--- config.mk ---
export PLATFORM = sky130hd
export DESIGN_NAME = disc_batch_controller
export DESIGN_NICKNAME = d
export VERILOG_FILES = /design/src/rtl/disc_batch_controller.sv
export SDC_FILE = /design/constraint.sdc
export NUM_CORES = 2
export LEC_CHECK = 0
export ABC_AREA = 1
export CAP_MARGIN = 20
export CORE_AREA = 2 2 356 358
export DETAILED_ROUTE_END_ITERATION = 8
export DIE_AREA = 0 0 358 360
export PLACE_DENSITY_LB_ADDON = 0.25
export SYNTH_ARGS = -nofsm -noshare
export SYNTH_HDL_FRONTEND = slang
export SYNTH_SLANG_ARGS = --single-unit
--- constraint.sdc ---
create_clock -name clk -period 2.2 [get_ports clk]
set_clock_uncertainty 0.05 [all_clocks]
set_input_delay 0.33 -clock clk [delete_from_list [all_inputs] [get_ports clk]]
set_output_delay 0.33 -clock clk [all_outputs]
set_load 0.05 [all_outputs]
--- src/rtl/disc_batch_controller.sv ---
// disc_batch_controller: serial weight loader and one-sample-at-a-time batch
// sequencer around a 9-3-1 discriminator. Optional: DISC_CTRL_ACCUM_EN.
module disc_batch_controller #(
  parameter int N_W1    = 30,
  parameter int N_W2    = 4,
  parameter int BATCH_W = 8,
  parameter int TIMEOUT = 32
) (
  input  logic                 clk,
  input  logic                 rst,
  input  logic                 cfg_wvalid,
  input  logic [15:0]          cfg_wdata,
  output logic                 cfg_wready,
  input  logic                 start,
  input  logic [BATCH_W-1:0]   batch_len,
  input  logic                 s_valid,
  input  logic [143:0]         s_pix,
  output logic                 s_ready,
  output logic                 d_valid_in,
  output logic [143:0]         d_pix,
  output logic [16*N_W1-1:0]   flat_weights_D1,
  output logic [16*N_W2-1:0]   flat_weights_D2,
  input  logic                 d_valid_out,
  input  logic [15:0]          d_score,
  output logic                 m_valid,
  input  logic                 m_ready,
  output logic [15:0]          m_score,
  output logic                 m_last,
  output logic                 busy,
  output logic                 weights_loaded,
  output logic                 timeout_err
`ifdef DISC_CTRL_ACCUM_EN
  ,
  output logic signed [BATCH_W+15:0] o_sum,
  output logic                 o_sum_valid
`endif
);

  localparam int NW = N_W1 + N_W2;
  localparam int PW = $clog2(NW);
  localparam int TW = $clog2(TIMEOUT + 1);

  typedef enum logic [2:0] {
    S_IDLE, S_FETCH, S_ISSUE, S_WAIT, S_OUT
  } state_e;

  state_e               state_q, state_d;
  logic [PW-1:0]        wptr_q, wptr_d;
  logic [16*N_W1-1:0]   w1_q, w1_d;
  logic [16*N_W2-1:0]   w2_q, w2_d;
  logic                 wl_q, wl_d;
  logic [BATCH_W-1:0]   len_q, len_d;
  logic [BATCH_W-1:0]   cnt_q, cnt_d;
  logic [TW-1:0]        tmr_q, tmr_d;
  logic                 terr_q, terr_d;
  logic [143:0]         pix_q, pix_d;
  logic [15:0]          sc_q, sc_d;
  logic                 mv_q, mv_d;
  logic                 ml_q, ml_d;
`ifdef DISC_CTRL_ACCUM_EN
  logic signed [BATCH_W+15:0] sum_q, sum_d;
  logic                 sv_q, sv_d;
`endif

  // state and datapath registers, cleared by synchronous reset
  always_ff @(posedge clk) begin
    if (rst) begin
      state_q <= S_IDLE;
      wptr_q  <= '0;
      w1_q    <= '0;
      w2_q    <= '0;
      wl_q    <= 1'b0;
      len_q   <= '0;
      cnt_q   <= '0;
      tmr_q   <= '0;
      terr_q  <= 1'b0;
      pix_q   <= '0;
      sc_q    <= '0;
      mv_q    <= 1'b0;
      ml_q    <= 1'b0;
`ifdef DISC_CTRL_ACCUM_EN
      sum_q   <= '0;
      sv_q    <= 1'b0;
`endif
    end else begin
      state_q <= state_d;
      wptr_q  <= wptr_d;
      w1_q    <= w1_d;
      w2_q    <= w2_d;
      wl_q    <= wl_d;
      len_q   <= len_d;
      cnt_q   <= cnt_d;
      tmr_q   <= tmr_d;
      terr_q  <= terr_d;
      pix_q   <= pix_d;
      sc_q    <= sc_d;
      mv_q    <= mv_d;
      ml_q    <= ml_d;
`ifdef DISC_CTRL_ACCUM_EN
      sum_q   <= sum_d;
      sv_q    <= sv_d;
`endif
    end
  end

  // next state: weight loading in IDLE, then fetch/issue/wait/out per sample
  always_comb begin
    state_d = state_q;
    wptr_d  = wptr_q;
    w1_d    = w1_q;
    w2_d    = w2_q;
    wl_d    = wl_q;
    len_d   = len_q;
    cnt_d   = cnt_q;
    tmr_d   = tmr_q;
    terr_d  = terr_q;
    pix_d   = pix_q;
    sc_d    = sc_q;
    mv_d    = mv_q;
    ml_d    = ml_q;
`ifdef DISC_CTRL_ACCUM_EN
    sum_d   = sum_q;
    sv_d    = 1'b0;
`endif
    unique case (state_q)
      S_IDLE: begin
        if (cfg_wvalid) begin
          for (int k = 0; k < N_W1; k++)
            if (wptr_q == PW'(k)) w1_d[16*k +: 16] = cfg_wdata;
          for (int k = 0; k < N_W2; k++)
            if (wptr_q == PW'(N_W1 + k)) w2_d[16*k +: 16] = cfg_wdata;
          if (wptr_q == '0) wl_d = 1'b0;
          if (wptr_q == PW'(NW - 1)) begin
            wl_d   = 1'b1;
            wptr_d = '0;
          end else begin
            wptr_d = wptr_q + 1'b1;
          end
        end else if (start && wl_q && wptr_q == '0 && batch_len != '0) begin
          len_d   = batch_len;
          cnt_d   = '0;
          terr_d  = 1'b0;
          state_d = S_FETCH;
`ifdef DISC_CTRL_ACCUM_EN
          sum_d   = '0;
`endif
        end
      end
      S_FETCH: begin
        if (s_valid) begin
          pix_d   = s_pix;
          state_d = S_ISSUE;
        end
      end
      S_ISSUE: begin
        tmr_d   = '0;
        state_d = S_WAIT;
      end
      S_WAIT: begin
        if (d_valid_out) begin
          sc_d    = d_score;
          mv_d    = 1'b1;
          ml_d    = (cnt_q == len_q - 1'b1);
          state_d = S_OUT;
        end else if (tmr_q == TW'(TIMEOUT - 1)) begin
          terr_d  = 1'b1;
          state_d = S_IDLE;
        end else begin
          tmr_d = tmr_q + 1'b1;
        end
      end
      S_OUT: begin
        if (m_ready) begin
          mv_d    = 1'b0;
          ml_d    = 1'b0;
          cnt_d   = cnt_q + 1'b1;
          state_d = ml_q ? S_IDLE : S_FETCH;
`ifdef DISC_CTRL_ACCUM_EN
          sum_d   = sum_q + {{BATCH_W{sc_q[15]}}, sc_q};
          sv_d    = ml_q;
`endif
        end
      end
      default: state_d = S_IDLE;
    endcase
  end

  assign cfg_wready      = (state_q == S_IDLE);
  assign s_ready         = (state_q == S_FETCH);
  assign d_valid_in      = (state_q == S_ISSUE);
  assign busy            = (state_q != S_IDLE);
  assign d_pix           = pix_q;
  assign flat_weights_D1 = w1_q;
  assign flat_weights_D2 = w2_q;
  assign m_valid         = mv_q;
  assign m_score         = sc_q;
  assign m_last          = ml_q;
  assign weights_loaded  = wl_q;
  assign timeout_err     = terr_q;
`ifdef DISC_CTRL_ACCUM_EN
  assign o_sum           = sum_q;
  assign o_sum_valid     = sv_q;
`endif

endmodule

==> flow_summary.ini <==
[grt]
grt.met3_usage_pct = 5.724
grt_overflow = 0
grt_max_degree = 159
most_used_routing_layer_in_global_routing = met2
grt_first_pass_wirelength_um = 162000
global_route.usage.met1_pct = 20.99
number_of_global_route_vias_before_repair = 22780
antenna_found_initial = 14
gr-usage-met2_pct = 27.20
grt.total_usage_pct = 16.93

[timing]
setup_violations = 0
setup_tns_ns = 0
timing.max_slew.rel_slack_pct = 40.52
slew_viol_final = 0
layout_min_cycle_time_ns = 2.100
worst-slew-pin-transition_ns = 0.8922
max_freq_mhz = 476.3
setup_repair_after_global_routing_missed_its_margin = false
final.period_utilization_pct = 95.44
finalHoldViolations = 0

[worst_setup_path]
crit_path_start_kind = flop
worst_r2r_startpoint = wptr_q[3]$_SDFFE_PP0P_
r2r_slack_ns = 0.19
worst_setup_path_end_kind = output port
cp_data_required_time_ns = 1.82
startpoint = state_q[1]$_SDFFE_PP0P_
crit_path_max_fanout = 4
worstPathArrival_ns = 1.72
critical_path.reg2reg.endpoint = cnt_q[7]$_SDFFE_PP0P_
type_of_the_worst_setup_path = flop to output port
r2r_cells = 10

[finish]
regArea_mm2 = 0.01480
filler_cell_count = 13350
num-nets-final = 3969
final_layout_size_suffix_gt1_share_pct = 8.702
layout-area-overhead-vs-synth_pct = 53.57
layout.cells.most_common = sky130_fd_sc_hd__dfxtp_1
multi_input_area_mm2 = 0.009201
final_design_area_no_fill_mm2 = 0.03908
layout.cells.most_common_list = sky130_fd_sc_hd__dfxtp_1 (737), sky130_fd_sc_hd__a21oi_1 (735), sky130_fd_sc_hd__dlygate4sd2_1 (691), sky130_fd_sc_hd__o21ai_0 (281), sky130_fd_sc_hd__nand2_1 (273)

[cts]
tritoncts = yes
max-clock-path-buffers = 3
cts_num_sinks = 739
cts.clk_slew.worst_paths_ns = 0.06
root_buffer = sky130_fd_sc_hd__clkbuf_16
worstSkewPairLatency_ns = 0.68
cts.htree.levels = 3
number_of_buffers_inserted_during_clock_tree_synthesis = 86

[routing]
finalWirelength_um = 114800
wire_per_inst_um = 20.90
routed_via_density = 4.376
detailedRoute.firstPassIterationCount = 8
first_iter_violations = 1541
routed-via-count = 24040
drt.antenna.violating_nets = 0
drc = 0

[run]
max-cap-violations = 0

[synthesis]
synth_top_cell_area_share_pct = 58.13
synthCells = 2953
synth-seq-cells = 739
yosys.area.top_type = sky130_fd_sc_hd__dfxtp_1
synthTopCellsByArea = sky130_fd_sc_hd__dfxtp_1 (58%), sky130_fd_sc_hd__a21oi_1 (14%), sky130_fd_sc_hd__o21ai_0 (5.5%)
synth.yosys.warnings = 0
post_synth.cell_area_avg_um2 = 8.619
postSynthNetCount = 3151
netlist-cell-type-count = 34
number_of_enable_type_register_cells_in_the_synthesized_netlist = 0
mappedNetlistArea_mm2 = 0.02545
main_synth_ff_type = sky130_fd_sc_hd__dfxtp_1
async_reset_ff_share_pct = 0
synth-seq-area-share_pct = 58.13

[die]
core_footprint_mm2 = 0.1249
floorplan.die.height_um = 360
chipWidth_um = 358
pin_count = 903
die_outline_area_mm2 = 0.1289
start_util_pct = 20.37
std_cell_rows = 130

[worst_hold_path]
timing.hold.worst.class = input pin to flop
hp-start = s_valid
worstHoldEndpoint = d_pix[30]$_SDFFE_PP0P_
hold_depth = 3

[outcome]
status = finished, final reports clean

[placed_design]
portBuffers = 902
placed_cell_area_mm2 = 0.03689
gp_congestion = 0.8163
dp.final_hpwl_um = 78450

[pwr]
max-vdd-ir-drop_mv = 0.5381
cellPowerDensity_mw_per_mm2 = 889.3
lkg_pwr_nw = 17.56
-- power breakdown --
| group | switching, mW | internal [mW] |
|---|---|---|
| Clock | 6.16 | 8.71 |
| Combinational | 4.10 | 1.67 |
| Sequential | 0.249 | 13.9 |
| Total | 10.5 | 24.3 |
-- how the worst max path moves through the flow --
stage	to	slack (ns)	cells after the start
2_1_floorplan	cnt_q[2]$_SDFFE_PP0P_	0.25	7
3_3_place_gp	cnt_q[7]$_SDFFE_PP0P_	-0.59	11
3_5_place_dp	cnt_q[6]$_SDFFE_PP0P_	-0.53	11
4_1_cts	s_ready	0.003	5
5_1_grt	d_valid_in	0.00009	3
6_report	d_valid_in	0.10	3
-- sequential cells by signal, summed over array words and instances, names as in the netlist, 6 cells and up --
signal           count
tmr_q                6
cnt_q                8
flat_weights_D2     64
d_pix              144
flat_weights_D1    480
m_score             16
wptr_q               6
len_q                8
-- cells in the mapped netlist, types with 2 or more instances --
cell,count
sky130_fd_sc_hd__a21oi_1,735
sky130_fd_sc_hd__buf_1,4
sky130_fd_sc_hd__buf_2,73
sky130_fd_sc_hd__buf_4,19
sky130_fd_sc_hd__buf_6,2
sky130_fd_sc_hd__clkbuf_1,187
sky130_fd_sc_hd__dfxtp_1,739
sky130_fd_sc_hd__ha_1,7
sky130_fd_sc_hd__inv_1,70
sky130_fd_sc_hd__inv_2,6
sky130_fd_sc_hd__nand2_1,274
sky130_fd_sc_hd__nand2_2,4
sky130_fd_sc_hd__nand3_1,170
sky130_fd_sc_hd__nand4_1,4
sky130_fd_sc_hd__nor2_1,61
sky130_fd_sc_hd__nor2_2,6
sky130_fd_sc_hd__nor2_4,19
sky130_fd_sc_hd__nor3_1,6
sky130_fd_sc_hd__nor3_2,2
sky130_fd_sc_hd__o211ai_1,2
sky130_fd_sc_hd__o21ai_0,281
sky130_fd_sc_hd__o21ai_1,266
sky130_fd_sc_hd__xor2_1,5
-- worst max-delay path, cell delays in order (launching register included) --
cell and delay [ns]:
sky130_fd_sc_hd__dfxtp_1 0.40, sky130_fd_sc_hd__inv_2 0.08, sky130_fd_sc_hd__nor3_2 0.28, sky130_fd_sc_hd__buf_4 0.29
-- logic make-up (layout without fill, tap and decap cells) --
family	count (synthesis)	in the layout	share of synthesized area, %
flip-flops	739	739	58.13
adder cells (fa/ha/maj)	7	7	0.3441
XOR/XNOR	6	6	0.2065
other	0	6	0
AND/OR/NAND/NOR	551	551	9.891
buffers and inverters	361	1246	6.022
AO/OA/AOI/OAI	1289	1289	25.41
-- per-layer routing --
metal | wire length, um | vias up | part of all wire (%)
li1 | - | 11850 | -
met1 | 49240 | 11230 | 43
met2 | 52600 | 783 | 46
met3 | 9574 | 158 | 8.3
met4 | 3331 | 14 | 2.9
met5 | 83 | - | 0.072
-- final cells by class --
cell class	count	area share, %
clock buffer	134	6.480
sequential	739	37.86
clock inverter	21	1.056
multi-input combinational	1853	23.54
timing repair buffer	1014	24.96
tap	1650	5.282
timing repair inverter	1	0.01601
antenna	6	0.03842
inverter	76	0.7683
-- timing repair --
item	in CTS	in global routing
pin swaps	0	1
setup buffers	1	1
setup endpoints to repair	709	8
hold buffers	1	0
cloned	1	1
gates resized for setup	702	2
hold endpoints to repair	17	0
-- metrics by stage --
stage | power, mW | util [%] | hold slack (ns) | setup slack (ns) | instances
floorplan | 17.78 | - | 0.3734 | 0.2547 | 2953
global placement | 20.40 | 29.53 | 0.3867 | -0.5906 | 5328
detailed placement | 20.42 | 29.53 | 0.3872 | -0.5342 | 5328
CTS | 35.24 | 31.25 | 0.03211 | 0.003441 | 5486
global route | 36.12 | 31.28 | 0.06709 | 0.00009481 | 5491
finish | 34.76 | 31.29 | 0.1033 | 0.1003 | 5494
(Power assumes the default switching activity.)
